### src/rtl/uart_pkg.sv
// Shared types and defaults for the console UART transmit path.
// Imported by the FIFO, the controller and the serialiser.
package uart_pkg;

  typedef logic [7:0] byte_t;

  typedef enum logic [1:0] {
    IDLE,
    LAUNCH,
    WAIT_DONE,
    GAP
  } uart_ctrl_state_t;

  localparam int DEF_CLKS_PER_BIT = 4;

endpackage

### src/rtl/sync_fifo.sv
// Single-clock FIFO with wrap-bit pointers and a one-cycle flush.
// rdata shows the head entry combinationally.
module sync_fifo #(
  parameter int WIDTH = 8,
  parameter int DEPTH = 16
) (
  input  logic                     clk,
  input  logic                     rst_n,
  input  logic                     push,
  input  logic                     pop,
  input  logic                     flush,
  input  logic [WIDTH-1:0]         wdata,
  output logic [WIDTH-1:0]         rdata,
  output logic                     full,
  output logic                     empty,
  output logic [$clog2(DEPTH):0]   level
);

  localparam int AW = $clog2(DEPTH);

  logic [WIDTH-1:0] mem [DEPTH];
  logic [AW:0]      wr_ptr;
  logic [AW:0]      rd_ptr;
  logic             do_push;
  logic             do_pop;

  // Same index, different wrap bit means every slot is occupied.
  assign full    = (wr_ptr[AW] != rd_ptr[AW]) &&
                   (wr_ptr[AW-1:0] == rd_ptr[AW-1:0]);
  assign empty   = (wr_ptr == rd_ptr);
  assign level   = wr_ptr - rd_ptr;
  assign do_push = push && !full && !flush;
  assign do_pop  = pop && !empty && !flush;
  assign rdata   = mem[rd_ptr[AW-1:0]];

  always_ff @(posedge clk or negedge rst_n) begin
    if (!rst_n) begin
      wr_ptr <= '0;
      rd_ptr <= '0;
    end else begin
      if (do_push) wr_ptr <= wr_ptr + 1'b1;
      if (flush)       rd_ptr <= wr_ptr;
      else if (do_pop) rd_ptr <= rd_ptr + 1'b1;
    end
  end

  always_ff @(posedge clk) begin
    if (do_push) mem[wr_ptr[AW-1:0]] <= wdata;
  end

endmodule

### src/rtl/uart_tx_ctrl.sv
// Console transmit controller: queues CPU bytes and feeds uart_tx
// one at a time, with optional inter-byte gap and drain status.
module uart_tx_ctrl
  import uart_pkg::*;
#(
  parameter int FIFO_DEPTH = 16,
  parameter int GAP_CYCLES = 0,
  parameter int CNT_W      = 16
) (
  input  logic                          clk,
  input  logic                          rst_n,
  input  logic                          wr_valid,
  input  logic [7:0]                    wr_data,
  output logic                          wr_ready,
  input  logic                          flush,
  output logic                          uart_start,
  output logic [7:0]                    uart_data,
  input  logic                          uart_busy,
  input  logic                          uart_done,
  output logic [$clog2(FIFO_DEPTH):0]   level,
  output logic                          idle,
  output logic                          drain_irq,
  output logic [CNT_W-1:0]              sent_cnt
);

  localparam int GW = (GAP_CYCLES > 1) ?
                      $clog2(GAP_CYCLES) : 1;

  uart_ctrl_state_t state, state_d;
  byte_t            head;
  logic             full;
  logic             empty;
  logic             pop;
  logic             wr_fire;
  logic             done_evt;
  logic             gap_last;
  logic [GW-1:0]    gap_cnt;

  assign wr_ready = !full;
  assign wr_fire  = wr_valid && !full && !flush;
  assign gap_last = (gap_cnt == GW'(GAP_CYCLES - 1));

  sync_fifo #(
    .WIDTH (8),
    .DEPTH (FIFO_DEPTH)
  ) u_fifo (
    .clk   (clk),
    .rst_n (rst_n),
    .push  (wr_valid),
    .pop   (pop),
    .flush (flush),
    .wdata (wr_data),
    .rdata (head),
    .full  (full),
    .empty (empty),
    .level (level)
  );

  always_comb begin
    state_d    = state;
    pop        = 1'b0;
    done_evt   = 1'b0;
    uart_start = 1'b0;
    idle       = 1'b0;
    unique case (state)
      IDLE: begin
        idle = empty && !uart_busy;
        if (!empty && !uart_busy && !flush) begin
          pop     = 1'b1;
          state_d = LAUNCH;
        end
      end
      LAUNCH: begin
        uart_start = 1'b1;
        state_d    = WAIT_DONE;
      end
      WAIT_DONE: begin
        if (uart_done) begin
          done_evt = 1'b1;
          state_d  = (GAP_CYCLES > 0) ? GAP : IDLE;
        end
      end
      GAP: begin
        if (gap_last) state_d = IDLE;
      end
      default: state_d = IDLE;
    endcase
  end

  // A write landing with tx_done keeps the queue non-empty.
  always_ff @(posedge clk or negedge rst_n) begin
    if (!rst_n) begin
      state     <= IDLE;
      uart_data <= '0;
      gap_cnt   <= '0;
      sent_cnt  <= '0;
      drain_irq <= 1'b0;
    end else begin
      state     <= state_d;
      drain_irq <= done_evt && empty && !wr_fire;
      if (pop)      uart_data <= head;
      if (done_evt) sent_cnt  <= sent_cnt + 1'b1;
      if (state == GAP) gap_cnt <= gap_cnt + 1'b1;
      else              gap_cnt <= '0;
    end
  end

endmodule
### config.mk
export PLATFORM = sky130hd
export DESIGN_NAME = uart_tx_ctrl
export DESIGN_NICKNAME = d
export VERILOG_FILES = /design/src/rtl/uart_pkg.sv /design/src/rtl/sync_fifo.sv /design/src/rtl/uart_tx_ctrl.sv
export SDC_FILE = /design/constraint.sdc
export NUM_CORES = 1
export LEC_CHECK = 0
export ABC_AREA = 1
export CAP_MARGIN = 25
export CORE_MARGIN = 5
export CORE_UTILIZATION = 55
export DETAILED_ROUTE_END_ITERATION = 8
export PLACE_DENSITY = 0.74
export SLEW_MARGIN = 30
export SYNTH_ARGS = -nofsm -noshare
export SYNTH_HDL_FRONTEND = slang
export SYNTH_HIERARCHICAL = 1
export SYNTH_SLANG_ARGS = --single-unit
### constraint.sdc
create_clock -name clk -period 3.31 [get_ports clk]
set_clock_uncertainty 0.05 [all_clocks]
set_input_delay 0.331 -clock clk [delete_from_list [all_inputs] [get_ports clk]]
set_output_delay 0.331 -clock clk [all_outputs]
set_load 0.01 [all_outputs]
* After elaboration in Yosys (flattened, before gate mapping)
Memories as Yosys holds them, arrays and structs flattened. A register that Yosys moved wholly into a read port is not among the register bits.
Cells that the tools add are included.
Widths: inputs -> output; s select.
** Word-level totals
- Flip-flop bits (word level) :: 30
- RAM bits :: 128
- Input bits :: 14
- Output and inout bits :: 33
- Word-level logic and storage cells :: 55
- Memories kept :: 1
** Memory list
- u_fifo.mem :: depth 16, bits a word 8, rd ports 1, clocked after memory_dff 1, write ports 1, line sync_fifo.sv:21 : logic [WIDTH-1:0] mem [DEPTH];
** Cells by class
- Add/subtract/negate cells :: 5
- Eq/ne operators :: 9
- Mux-type cells :: 15
- Reduce and logical (&&, ||, !) cells :: 19
** Operators with widths (number)
- $add 16x1->16 const B :: 1
- $add 5x1->5 const B :: 2
- $logic_and 1x1->1 :: 10
- $mux 5 :: 2
- $mux 1 :: 9
- $pmux 2 s4 :: 1
- $logic_not 1->1 :: 6
- $mux 2 :: 3
- $ne 2x2->1 const B :: 3
- $eq 5x5->1 :: 1
- $sub 5x5->5 :: 1
- $eq 2x2->1 const B :: 2
- $eq 4x4->1 :: 1
- $reduce_and 3->1 :: 1
- $eq 2x1->1 const B :: 1
- $logic_not 2->1 :: 1
- $reduce_bool 2->1 :: 1
- $add 1x1->1 const B :: 1
- $ne 1x1->1 :: 1

* Logic depth before layout (Yosys ltp)
- Word-level depth :: 10
- Gate-level depth with buffers :: 15
- Gate-level depth less buffers :: 13

* Hierarchy
Netlist, hierarchy kept.
** By module, submodules not included
- sync_fifo :: instances 1, cells an instance 693, area each 6588.8 µm², sequential area each 4093.9 µm²
- uart_tx_ctrl :: instances 1, cells an instance 146, area each 1321.3 µm², sequential area each 700.7 µm²

* Least setup slack after synthesis
No wires, ideal clock.
- Path type :: register -> register
- Start :: reg u_fifo.rd_ptr[1]
- End :: mem u_fifo.mem[12][0] (enable)
- Library setup time :: 0.370 ns
- Arrival :: 1.907 ns
- Required time :: 2.890 ns
- Slack :: 0.982 ns
- Stages on the path, launching flop included :: 11
- Buffers on the path :: 3
- Period minus slack after synthesis :: 2.328 ns
- Cell sequence :: dfrtp_1 > buf_2 > inv_2 > buf_2 > ha_1 > nand3_1 > nor2_2 > nand2_2 > nand2_4 > buf_4 > nor2_1
** On the way
- Cells in the longest elaborated chain, start to end :: 7
** Ends and longest elaborated chain
- start: declaration :: line sync_fifo.sv:23 : logic [AW:0] rd_ptr;
- start signal: assignment :: line sync_fifo.sv:42 : if (flush) rd_ptr <= wr_ptr;
- start signal: assignment :: line sync_fifo.sv:43 : else if (do_pop) rd_ptr <= rd_ptr + 1'b1;
- $eq 4x4->1 :: line sync_fifo.sv:29 : (wr_ptr[AW-1:0] == rd_ptr[AW-1:0]);
- $logic_and 1x1->1 :: line sync_fifo.sv:28 : assign full = (wr_ptr[AW] != rd_ptr[AW]) &&
- $logic_not 1->1 :: line sync_fifo.sv:32 : assign do_push = push && !full && !flush;
- $logic_and 1x1->1 (2 in a row) :: line sync_fifo.sv:32
- $mux 1 :: line sync_fifo.sv:48 : if (do_push) mem[wr_ptr[AW-1:0]] <= wdata;
- $mux 1 (implied by the code) :: line sync_fifo.sv:48
- end: declaration :: line sync_fifo.sv:21
No other way between the ends.

* Worst setup path in the final report
- Start :: reg u_fifo.rd_ptr[2]
- End :: out idle
** On the way
- Cells in the longest elaborated chain, start to end :: 3
** Ends and longest elaborated chain
- $eq 5x5->1 :: line sync_fifo.sv:30 : assign empty = (wr_ptr == rd_ptr);
- named net empty :: line uart_tx_ctrl.sv:32 : logic empty;
- $logic_and 1x1->1 :: line uart_tx_ctrl.sv:67 : idle = empty && !uart_busy;
- $mux 1 :: line uart_tx_ctrl.sv:65 : unique case (state)
- end: declaration :: line uart_tx_ctrl.sv:21 : output logic idle,
The timed path passes the listed nets, and every way through them passes these cells.

==> results by group <==
Placed design
  – Global placement routability congestion: 0.8634
  – Dpl hpwl: 10.77 mm
  – Dpl cells: 1050
  – # port buffers: 46

Timing
  – Final Hold Vio Count: 0
  – Final slew viol count: 0
  – RSZ-0062 raised after global routing: false
  – # setup viols final: 0
  – Slew @ Worst Pin: 0.8010 ns
  – Final period util: 91.81%
  – Fin crit period: 3.039 ns
  – Setup TNS: 0 ns
  – Relative slew slack: 46.43%
  – Maximum clock frequency: 0.3291 GHz

Setup path
  – Worst path bufs/invs: 4
  – Setup CP Type: reg2out
  – Slowest-stage cell, CP: clkdlybuf4s50_1
  – Crit-path max cell delay: 0.58 ns
  – Worst path most repeated cell: inv_1
  – WP data arrival: 2.66 ns
  – Worst setup SP type: register
  – CP top delay family: buffers and inverters
  – Crit Path Max Fanout: 11
  – Crit end category: output pin
  – Cell-by-cell trace of the critical path: inv_1 -> ha_1 -> nand3_1 -> nor2_2 -> nand2_1 -> inv_1 -> inv_1 -> nor4_1 -> clkdlybuf4s50_1
  – WP data required: 2.93 ns

Logic synthesis
  – Synth Cell Area: 7910 µm²
  – Ys Warns: 6
  – Synth Register Bits: 166
  – Syn avg cell area: 9.428 µm²
  – EDFF count, synth: 128
  – Library cells used by synthesis: 36
  – Fraction of registers with async set/reset: 22.89%
  – Synth Net Count: 864
  – Top FF cell, synth: edfxtp_1
  – Post-synthesis sequential area ratio: 60.61%
  – Cells after Synth: 839

Clocking
  – Root cell of the clock tree: clkbuf_16
  – Worst skew pair latency: 0.42 ns
  – Setup bufs post-CTS: 0
  – CTS Buf Count: 17
  – CTS tree: yes
  – CTS clock-pin slew for the worst setup and hold paths: 0.06 ns
  – Max clock buf depth: 2
  – CTS sink cnt: 166
  – H-tree Lvls: 4

GRT
  – Global-route wire length before repair: 26.45 mm
  – GR Overflow Total: 0
  – Largest net degree at the start of global routing: 71
  – Gr usage total: 20.97%
  – Vias in the first global route: 5207
  – Initial antenna violation count: 0

Drt
  – Post-route DRC: 0
  – Via density: 5.107
  – Via count: 5526
  – DRT Pass-1 Iters: 5
  – Drt total wl: 17.13 mm
  – Post-route ant nets: 0
  – Wirelength per Cell: 15.83 µm
  – Initial DRC Count: 381

Floorplanning
  – Initial Utilization: 56.55%
  – Core area: 13990 µm²
  – Full die area: 16880 µm²
  – Row count: 43
  – Die Wd: 129.9 µm
  – # IOs: 47
  – Die Height: 129.9 µm

Pwr
  – Pwr dens: 770.4 nW/µm²
  – VDD IR-drop max: 0.4378 mV
  – Final Total Pwr: 6.952 mW
  – Pleak: 4.129 nW

Final layout
  – Area grow syn2layout: 14.08%
  – Final net count: 915
  – Share of layout cells above drive strength 1: 7.650%
  – Most frequent cells in the layout: nand2_1, inv_1, edfxtp_1
  – Most common cell after layout, fill and taps aside: nand2_1
  – Diode count: 0
  – Final Non-Filler Cells: 1082

Outcome
  – Outcome: complete, no violations

Job
  – MaxCap Viol Count: 0

Hold path
  – Hold/Removal Path Class: in2async
Yosys cell counts, types with 4 or more instances:
master	instances	area (µm²)
nor2_2	5	31.28
xnor2_1	7	61.31
edfxtp_1	128	3844
buf_2	16	80.08
xor2_1	13	113.9
nand2_1	283	1062
ha_1	10	125.1
nand3_1	103	515.5
nand2_2	9	56.30
dfrtp_1	38	950.9
nor2_1	28	105.1
buf_6	4	45.04
buf_4	9	67.56
inv_1	151	566.8
sequential cells by signal, summed over array words and instances, names as in the netlist:
signal / flops
drain_irq: 1
gap_cnt: 1
sent_cnt: 16
state: 2
u_fifo/mem: 128
u_fifo/rd_ptr: 5
u_fifo/wr_ptr: 5
uart_data: 8
worst paths after layout:
kind	startpoint	end	depth (start not counted)	slack (ns)
min reg2reg	uart_data[6]	uart_data[6]	2	0.44
max	u_fifo/rd_ptr[2]	idle	9	0.27
max reg2reg	u_fifo/rd_ptr[2]	u_fifo/mem[2][7]	7	0.75
max in group asynchronous	rst_n	u_fifo/rd_ptr[0]	2	2.48
min	rst_n	sent_cnt[13]	2	0.36
min in group clk	uart_data[6]	uart_data[6]	2	0.44
metrics by stage:
step / worst slack (ns) / hold slack, ns / util (%) / cell area (µm²)
finish: 0.2711 / 0.3610 / 64.51 / 9024
CTS: 0.2359 / 0.4413 / 64.49 / 9021
global route: 0.006346 / 0.4043 / 64.51 / 9024
detailed placement: 0.6951 / 0.4254 / 60.71 / 8492
global placement: 0.7430 / 0.4194 / 60.71 / 8492
floorplan: 0.9821 / -0.01459 / - / 7910
area by class of cell:
type | instances | area, µm²
clock buffer | 19 | 432.9
clock inverter | 12 | 86.33
fill | 1125 | 4965
inverter | 157 | 591.8
multi-input combinational | 486 | 2311
sequential | 166 | 4796
tap | 180 | 225.2
timing repair buffer | 62 | 580.6
routing by layer:
metal | up-vias | routed length, µm | GRT usage (%)
met3 | 34 | 1269 | 4.585
met5 | - | 0 | 0
met4 | 0 | 427 | 8.374
met1 | 2569 | 7189 | 27.44
met2 | 197 | 8242 | 34.33
li1 | 2726 | - | -
power by group:
group | internal [mW] | leakage (nW) | switching [mW]
registers | 2.46 | 1.63 | 0.162
clock network | 1.01 | 0.259 | 0.760
logic | 0.929 | 2.24 | 1.63
worst reg2reg max path, stage by stage, from the launching register on:
cell and delay [ns]:
dfrtp_1 0.38, inv_1 0.27, ha_1 0.36, nand3_1 0.13, nor2_2 0.05, nand2_2 0.12, nand2_4 0.19, nor2_1 0.63
cell families (layout without fill, tap and decap cells):
kind of cell / count (synthesis) / in the layout / share of synthesized area [%]
AO/OA/AOI/OAI: 11 / 11 / 0.8225
XOR/XNOR: 20 / 20 / 2.215
adder cells (fa/ha/maj): 11 / 11 / 1.835
buffers and inverters: 187 / 250 / 10.17
flip-flops: 166 / 166 / 60.61
AND/OR/NAND/NOR: 444 / 444 / 24.34
what timing repair did:
action | in CTS | in global routing
resized for setup | 0 | 0
hold buffers | 1 | 0
hold endpoints to repair | 38 | 0
No activity file was read; power rests on OpenSTA's default activity.
==> RTL edit: new RTL, same flow settings <==
Reset style: synchronous (`rst_n`), changed in 2 clocked blocks.
--- a/src/rtl/sync_fifo.sv
+++ b/src/rtl/sync_fifo.sv
@@ -33,7 +33,7 @@
   assign do_pop  = pop && !empty && !flush;
   assign rdata   = mem[rd_ptr[AW-1:0]];
 
-  always_ff @(posedge clk or negedge rst_n) begin
+  always_ff @(posedge clk) begin
     if (!rst_n) begin
       wr_ptr <= '0;
       rd_ptr <= '0;
--- a/src/rtl/uart_tx_ctrl.sv
+++ b/src/rtl/uart_tx_ctrl.sv
@@ -88,7 +88,7 @@
   end
 
   // A write landing with tx_done keeps the queue non-empty.
-  always_ff @(posedge clk or negedge rst_n) begin
+  always_ff @(posedge clk) begin
     if (!rst_n) begin
       state     <= IDLE;
       uart_data <= '0;
Formal check against the unedited RTL: differs if rst_n is asserted again (counterexample within 4 cycles, from zero or initial values and one cycle with rst_n low); with rst_n held inactive, the same outputs for 10 cycles.
==> RTL edit against the unedited design <==
Largest cell class unchanged; critical path depth stayed put; routed wire length is 2.8% lower; utilization is 1.2 points higher; cell area is 2.8% lower; global-route usage is 0.11 points lower; synthesized area is 4.2% lower; synthesized cell count is 13% lower; sequential cell count is 4 higher; worst setup slack better by 10 ps.
Power is not compared: it rests on default switching activity, and its combinational part moved more than twofold at a synthesized area within 25%.
==> RTL edit: results (changes against the unedited design) <==
| Metric | Value |
|---|---|
| Outcome | `completed` |
| Maximum number of pins on one net before global-route repair | `62 (-13%)` |
| Adder-cell share of the synthesized area | `0.0192 (+0.000812)` |
| Compound-Gate Fraction of Synth Area | `0.0976 (+0.0894)` |
| Routability cong. | `0.891 (+3.2%)` |
| Final net count | `812 (-11%)` |
| Reg2reg start | `u_fifo/rd_ptr[2]` |
| Worst hold path type | `flip-flop to flip-flop` |
| Slew HR | `0.505 (+0.0406)` |
| Synth top area cells | `edfxtp_1 51%, dfxtp_1 11%, nand2_1 6.2%` |
| Async SR Flop Fraction | `0 (-0.229)` |
| Global Route Usage Sum | `0.209 (-0.00108)` |
| Post-placement setup slack | `738 ps (+42.8 ps)` |
| Most frequent cells after synthesis | `128 x edfxtp_1, 125 x nand2_1, 107 x inv_1, 78 x nand3_1, 54 x o211ai_1` |
| 1st-iter DRT viols | `549 (+44%)` |
| Sequential share of the synthesized area | `0.618 (+0.0123)` |
| Max FO, Critical Path | `7 (-4)` |
| Syn_nets | `759 (-12%)` |
| Synth Area in XOR/XNOR | `0.00809 (-0.0141)` |
| Final HPWL DP | `11000 um (+2.4%)` |
| Routed via count | `5435 (-1.6%)` |
| Post-synthesis mux area share | `0.00132 (+0.00132)` |
| DR WL/cell | `17.1 um (+8.0%)` |
| Global-route wire length before repair | `26000 um (-1.6%)` |
| Crit start category | `flip-flop` |
| Synth cell types | `37 (+2.8%)` |
| Arrival @ worst endpoint | `2650 ps (about the same)` |
| Reg2Reg Depth | `13 (+6)` |
| Layout cell share with drive strength beyond 1 | `0.103 (+0.0263)` |
==> RTL edit: cells by family (layout without fill, tap and decap cells) <==
group,Yosys count,count (layout)
buffers and inverters,147,211
and+or+nand+nor,283,283
adders and majority gates,11,11
muxes,1,1
xor gates and xnor gates,7,7
AOI/OAI and AO/OA,115,115
DFF,170,170
==> RTL edit: final cells by class <==
type                            instances  area (um2)
Clock buffer                           17         425
Tap cell                              176         220
Inverter                              113         424
Timing Repair Buffer                   68         626
Sequential cell                       170        4690
Clock inverter                         13         106
Fill cell                            1037        4580
Multi-Input combinational cell        417        2280
==> RTL edit: metrics by stage <==
stage | area, um2 | util | cells
6_report | 8770 | 0.657 | 974
2_1_floorplan | 7570 | - | 734
3_5_place_dp | 8240 | 0.617 | 944
3_3_place_gp | 8240 | 0.617 | 944
4_1_cts | 8770 | 0.657 | 974
5_1_grt | 8770 | 0.657 | 974
==> RTL edit: report_power, final <==
part	switching (uW)	internal, uW	leakage, uW
logic	206	124	0.00144
registers	28.5	2310	0.00149
clock network	774	1020	0.000257
total	1010	3450	0.00319
==> RTL edit: worst max-delay path, stage by stage, from the launching register on <==
cell and delay, ps:
dfxtp_1 450, inv_1 90, ha_1 380, nand2_2 100, nor2_4 160, nand2_2 80
inv_1 70, inv_1 50, nor4_1 240, clkdlybuf4s50_1 590
==> RTL edit: per-layer routing <==
| layer | routed length, um | global-route usage |
|---|---|---|
| met5 | 0 | 0 |
| met4 | 310 | 0.0864 |
| met3 | 1210 | 0.0488 |
| met2 | 8350 | 0.341 |
| met1 | 6790 | 0.269 |
==> RTL edit: final timing paths <==
check,end,slack [ps]
worst max-delay path,idle,280
worst min-delay path,uart_data[7],430
worst max register to register,u_fifo/rd_ptr[2],910
worst min register to register,uart_data[7],430
